<file path="config.mk">
export PLATFORM = sky130hd
export DESIGN_NAME = alu_seq
export DESIGN_NICKNAME = d
export VERILOG_FILES = /design/src/rtl/alu_seq.sv
export SDC_FILE = /design/constraint.sdc
export NUM_CORES = 1
export LEC_CHECK = 0
export CORE_AREA = 2 2 144 146
export CTS_CLUSTER_DIAMETER = 150
export DETAILED_ROUTE_END_ITERATION = 7
export DIE_AREA = 0 0 146 148
export PLACE_DENSITY = 0.74
export SLEW_MARGIN = 20
export SYNTH_ARGS = -nofsm -noshare
export SYNTH_HDL_FRONTEND = slang
export SYNTH_SLANG_ARGS = --single-unit
</file>
<file path="constraint.sdc">
create_clock -name i_clk -period 2.35 [get_ports i_clk]
set_clock_uncertainty 0.05 [all_clocks]
set_input_delay 0.47 -clock i_clk [delete_from_list [all_inputs] [get_ports i_clk]]
set_output_delay 0.47 -clock i_clk [all_outputs]
set_load 0.01 [all_outputs]
</file>
<file path="src/rtl/alu_seq.sv">
// RV32I execute unit: add/sub, logic, slt/sltu and pass complete in one cycle; shifts iterate STEP bits per cycle.
// Latency: 1 cycle for non-shift ops, 1 + ceil(shamt/STEP) cycles for sll/srl/sra.
// Backpressure: one op in flight; o_ready only in IDLE, result held in DONE until i_ready; i_flush aborts.
module alu_seq #(
  parameter int XLEN = 32,
  parameter int STEP = 1
) (
  input  logic            i_clk,
  input  logic            i_rst_n,
  input  logic            i_valid,
  output logic            o_ready,
  input  logic [2:0]      i_opsel,
  input  logic            i_sub,
  input  logic            i_unsigned,
  input  logic            i_arith,
  input  logic [XLEN-1:0] i_op1,
  input  logic [XLEN-1:0] i_op2,
  input  logic            i_flush,
  output logic            o_valid,
  input  logic            i_ready,
  output logic [XLEN-1:0] o_result,
  output logic            o_eq,
  output logic            o_lt
);

  localparam int SW = $clog2(XLEN);
  // One extra bit so that STEP == XLEN is representable.
  localparam int CW = SW + 1;
  localparam logic [CW-1:0] STEP_C = CW'(STEP);

  typedef enum logic [1:0] {
    S_IDLE  = 2'd0,
    S_SHIFT = 2'd1,
    S_DONE  = 2'd2
  } state_t;

  state_t          r_state;
  state_t          w_state_nxt;

  logic [XLEN-1:0] r_acc;
  logic [XLEN-1:0] r_result;
  logic [SW-1:0]   r_rem;
  logic            r_left;
  logic            r_arith;
  logic            r_eq;
  logic            r_lt;

  logic            w_is_shift;
  logic [SW-1:0]   w_shamt;
  logic            w_eq;
  logic            w_lt;
  logic [XLEN-1:0] w_alu;
  logic            w_start;

  logic [CW-1:0]   w_rem_ext;
  logic [CW-1:0]   w_d;
  logic [SW-1:0]   w_rem_nxt;
  logic [XLEN-1:0] w_shl;
  logic [XLEN-1:0] w_srl;
  logic [XLEN-1:0] w_sra;
  logic [XLEN-1:0] w_acc_nxt;

  assign o_ready  = (r_state == S_IDLE);
  assign o_valid  = (r_state == S_DONE);
  assign o_result = r_result;
  assign o_eq     = r_eq;
  assign o_lt     = r_lt;

  assign w_is_shift = (i_opsel == 3'b001) || (i_opsel == 3'b101);
  assign w_shamt    = i_op2[SW-1:0];
  assign w_eq       = (i_op1 == i_op2);
  assign w_lt       = i_unsigned ? (i_op1 < i_op2) : ($signed(i_op1) < $signed(i_op2));
  // Flush wins over acceptance, so a request in a flush cycle is dropped.
  assign w_start    = o_ready & i_valid & ~i_flush;

  // Single-cycle result; shifts pass op1 through (final value when shamt is zero).
  always_comb begin
    w_alu = i_op1;
    case (i_opsel)
      3'b000:  w_alu = i_sub ? (i_op1 - i_op2) : (i_op1 + i_op2);
      3'b001:  w_alu = i_op1;
      3'b010:  w_alu = i_op2;
      3'b011:  w_alu = {{(XLEN-1){1'b0}}, w_lt};
      3'b100:  w_alu = i_op1 ^ i_op2;
      3'b101:  w_alu = i_op1;
      3'b110:  w_alu = i_op1 | i_op2;
      3'b111:  w_alu = i_op1 & i_op2;
      default: w_alu = i_op1;
    endcase
  end

  // Per-cycle shift step d = min(STEP, rem) applied to the accumulator.
  assign w_rem_ext = {1'b0, r_rem};
  assign w_d       = (w_rem_ext < STEP_C) ? w_rem_ext : STEP_C;
  assign w_rem_nxt = r_rem - w_d[SW-1:0];
  assign w_shl     = r_acc << w_d;
  assign w_srl     = r_acc >> w_d;
  assign w_sra     = $signed(r_acc) >>> w_d;
  assign w_acc_nxt = r_left ? w_shl : (r_arith ? w_sra : w_srl);

  // State register.
  always_ff @(posedge i_clk or negedge i_rst_n) begin
    if (!i_rst_n) begin
      r_state <= S_IDLE;
    end else begin
      r_state <= w_state_nxt;
    end
  end

  // Next-state decode; flush returns to IDLE from anywhere.
  always_comb begin
    w_state_nxt = r_state;
    if (i_flush) begin
      w_state_nxt = S_IDLE;
    end else begin
      case (r_state)
        S_IDLE:  if (i_valid) w_state_nxt = (w_is_shift && (w_shamt != '0)) ? S_SHIFT : S_DONE;
        S_SHIFT: if (w_rem_nxt == '0) w_state_nxt = S_DONE;
        S_DONE:  if (i_ready) w_state_nxt = S_IDLE;
        default: w_state_nxt = S_IDLE;
      endcase
    end
  end

  // Operand/flag capture at acceptance and iterative shift datapath.
  always_ff @(posedge i_clk or negedge i_rst_n) begin
    if (!i_rst_n) begin
      r_acc    <= '0;
      r_result <= '0;
      r_rem    <= '0;
      r_left   <= 1'b0;
      r_arith  <= 1'b0;
      r_eq     <= 1'b0;
      r_lt     <= 1'b0;
    end else if (w_start) begin
      r_acc    <= i_op1;
      r_rem    <= w_is_shift ? w_shamt : '0;
      r_left   <= (i_opsel == 3'b001);
      r_arith  <= i_arith;
      r_eq     <= w_eq;
      r_lt     <= w_lt;
      r_result <= w_alu;
    end else if ((r_state == S_SHIFT) && !i_flush) begin
      r_acc <= w_acc_nxt;
      r_rem <= w_rem_nxt;
      if (w_rem_nxt == '0) r_result <= w_acc_nxt;
    end
  end

endmodule

</file>
==> results.cfg <==
[power]
power.leakage_nw = 7.07
p_sw_mw = 3.19
swShare_pct = 40.9
power_density_nw_per_um2 = 488
power_mw = 7.81
internal-power_mw = 4.62
clkPwrFrac_pct = 19.7
ir_drop_v = 0.000300
pwr-share-seq_pct = 24.2
p_comb_share_pct = 56.1

[sta]
hold_viol = 0
slew_headroom_pct = 56.7
rsz0062_at_grt = true
setup_viol = 25
fin_crit_ns = 2.80
slew_viol_final = 0
final.setup.worst_slack_ns = -0.451
worst_slew_pin_slew_ns = 0.642
hold_slack_ns = 0.00210
period_share_pct = 119
fmax_mhz = 357
tns_ns = -6.94

[setup_path]
crit_top_cell = buf_6
crit_chain = buf_12 -> inv_12 -> ha_4 -> fa_2 -> or2_4 -> a221oi_4 -> o2111ai_4 -> buf_6 -> a21o_1 -> buf_6 -> o21a_1 -> o21ai_2 -> xnor2_1 -> a211oi_1
critPathSlowestCell = fa_2
startpoint = i_op1[0]
crit_required_ns = 2.55
worstSetupPathType = input port to flop
cp_max_fo = 4
max_stage_delay_ns = 0.38
critPathCaptureType = flop
start_kind = input port
r2r-start = r_rem[2]
cp.arrival_ns = 3.01

[global_routing]
grt_pass1_wl_um = 69700
grt.total_usage_pct = 41.3
grt_start_max_net_pins = 48
first_global_vias = 12073
overflow = 0
antenna_found_initial = 3

[outcome]
failed_checks = negative setup slack
status = finished with violations

[logic_synthesis]
synth_top_area_share_pct = 19.0
async_reset_ff_share_pct = 100
synth_cell_type_count = 79
syn_avg_cell_area_um2 = 7.40
yosysSeqAreaShare_pct = 19.0
synthFlopType = dfrtp_1
synth_nets = 1506
synthTopCellsByArea = dfrtp_1, ha_1, a21oi_1
yosysTopAreaCell = dfrtp_1
syn_area_um2 = 9860
synth-seq-cells = 75
synth-warning-count = 0
synth_edf_count = 0
syn_inst = 1332

[floorplan]
die_width_um = 146
num_rows = 52
dieArea_um2 = 21600
core-area_um2 = 20000
initial_core_util_pct = 49.2
io_pins = 111
die_h_um = 148

[clock_tree]
clock_latency_ns = 0.35
cts_tree = built
clk_pin_slew_ns = 0.07
clockBufferDepth = 2
cts.sinks = 75
cts-htree-levels = 3
cts-root-buf = clkbuf_16
cts_hold_buf = 0
cts-buffers-inserted = 9

[min_path]
hold_class = input port to asynchronous set/reset pin

[placed_design]
dp_hpwl_um = 35400
post-place-ws_ns = -1.33
place_congestion = 1.07
port_buffers = 110
dp.cells = 2000

[route]
first_iter_violations = 1799
drc = 0
finalWirelength_um = 47000
drtAntennaViolNets = 0
route.vias.total = 13062
drtPass1Iterations = 8
wire_per_inst_um = 22.9
via_per_inst = 6.38

[final_layout]
syn_to_final_growth_pct = 62.1
final_cell_mix = buf_4, nand2_1, nor2_1
instances_no_fill = 2047
layout_commonest_cell = buf_4
drive_gt1_share_pct = 40.0
fin_nets = 1945

[job]
drv_cap = 0
==> power by group through the flow <==
stage | Sequential (mW) | Combinational, mW | Clock, mW
3_3_place_gp | 1.88 | 3.69 | 0
5_1_grt | 1.91 | 4.62 | 1.59
6_report | 1.89 | 4.38 | 1.54
4_1_cts | 1.87 | 4.03 | 1.53
2_1_floorplan | 1.86 | 1.84 | 0
3_5_place_dp | 1.88 | 3.75 | 0
==> logic make-up after synthesis <==
kind of cell / count (synthesis) / share of synthesized area, %
adders and majority gates: 99 / 12.7
xor gates and xnor gates: 31 / 2.75
muxes: 51 / 5.18
DFF: 75 / 19.0
AOI/OAI and AO/OA: 503 / 35.0
and+or+nand+nor: 369 / 17.2
buffers and inverters: 204 / 8.09
==> worst max-delay path: cells and delay by family <==
family                   cells  cell delay (ns)
XOR/XNOR                     1             0.09
buffers and inverters        4             0.42
adder cells (fa/ha/maj)      2             0.53
AO/OA/AOI/OAI                6             1.24
AND/OR/NAND/NOR              1             0.25
==> worst paths after layout <==
kind,to,slack (ns),cells after the start
min in group i_clk,r_arith,0.44,2
setup reg to reg,o_result[26],-0.19,12
max in group asynchronous,r_acc[22],1.64,2
setup / recovery,o_result[20],-0.45,14
hold reg to reg,r_arith,0.44,2
hold / removal,r_acc[6],0.002,1
==> area by class of cell <==
class	count	area, um2
timing repair buffer	537	4450
clock buffer	9	225
clock inverter	7	103
inverter	95	437
tap	270	338
antenna	1	2.50
multi-input combinational	1053	8560
sequential	75	1880
fill	1406	4050
==> cell usage after synthesis, types with 14 or more instances <==
library cell and n:
nand3_1 14, buf_1 19, mux2i_1 51, nor3_1 25, nand2_1 127, nand2b_1 15
a31oi_1 18, nor2_1 120, a21o_1 14, o211ai_1 25, inv_1 93, a221o_1 21
dfrtp_1 75, o31ai_1 18, xnor2_1 25, a221oi_1 37, clkbuf_1 78, a211oi_1 57
a22oi_1 17, o21ai_0 96, a21oi_1 108, ha_1 97
==> repair_timing <==
action / CTS / global route
resized for setup: 308 / 163
buffers inserted: 24 / 18
endpoints found under the setup margin: 32 / 31
pin swaps: 109 / 102
==> state kept, by name, indices dropped and copies added (netlist names) <==
| signal | flops |
|---|---|
| o_result | 32 |
| r_acc | 32 |
| r_arith | 1 |
| r_state | 2 |
| r_rem | 5 |
| o_lt | 1 |
| r_left | 1 |
| o_eq | 1 |
==> per-stage QoR <==
stage	utilization, %	instance area [um2]
floorplan	-	10100
global placement	70.7	14200
detailed placement	70.7	14200
CTS	77.1	15400
global route	79.8	16000
finish	79.8	16000
==> metal layers <==
metal	vias up	GRT usage (%)	share of wire, %
met3	172	6.45	13
met5	-	0	0
met2	941	62.4	42
met4	0	9.66	3.6
met1	6134	61.8	42
li1	5815	-	-
Note: power is estimated with default switching activity, not from simulation.
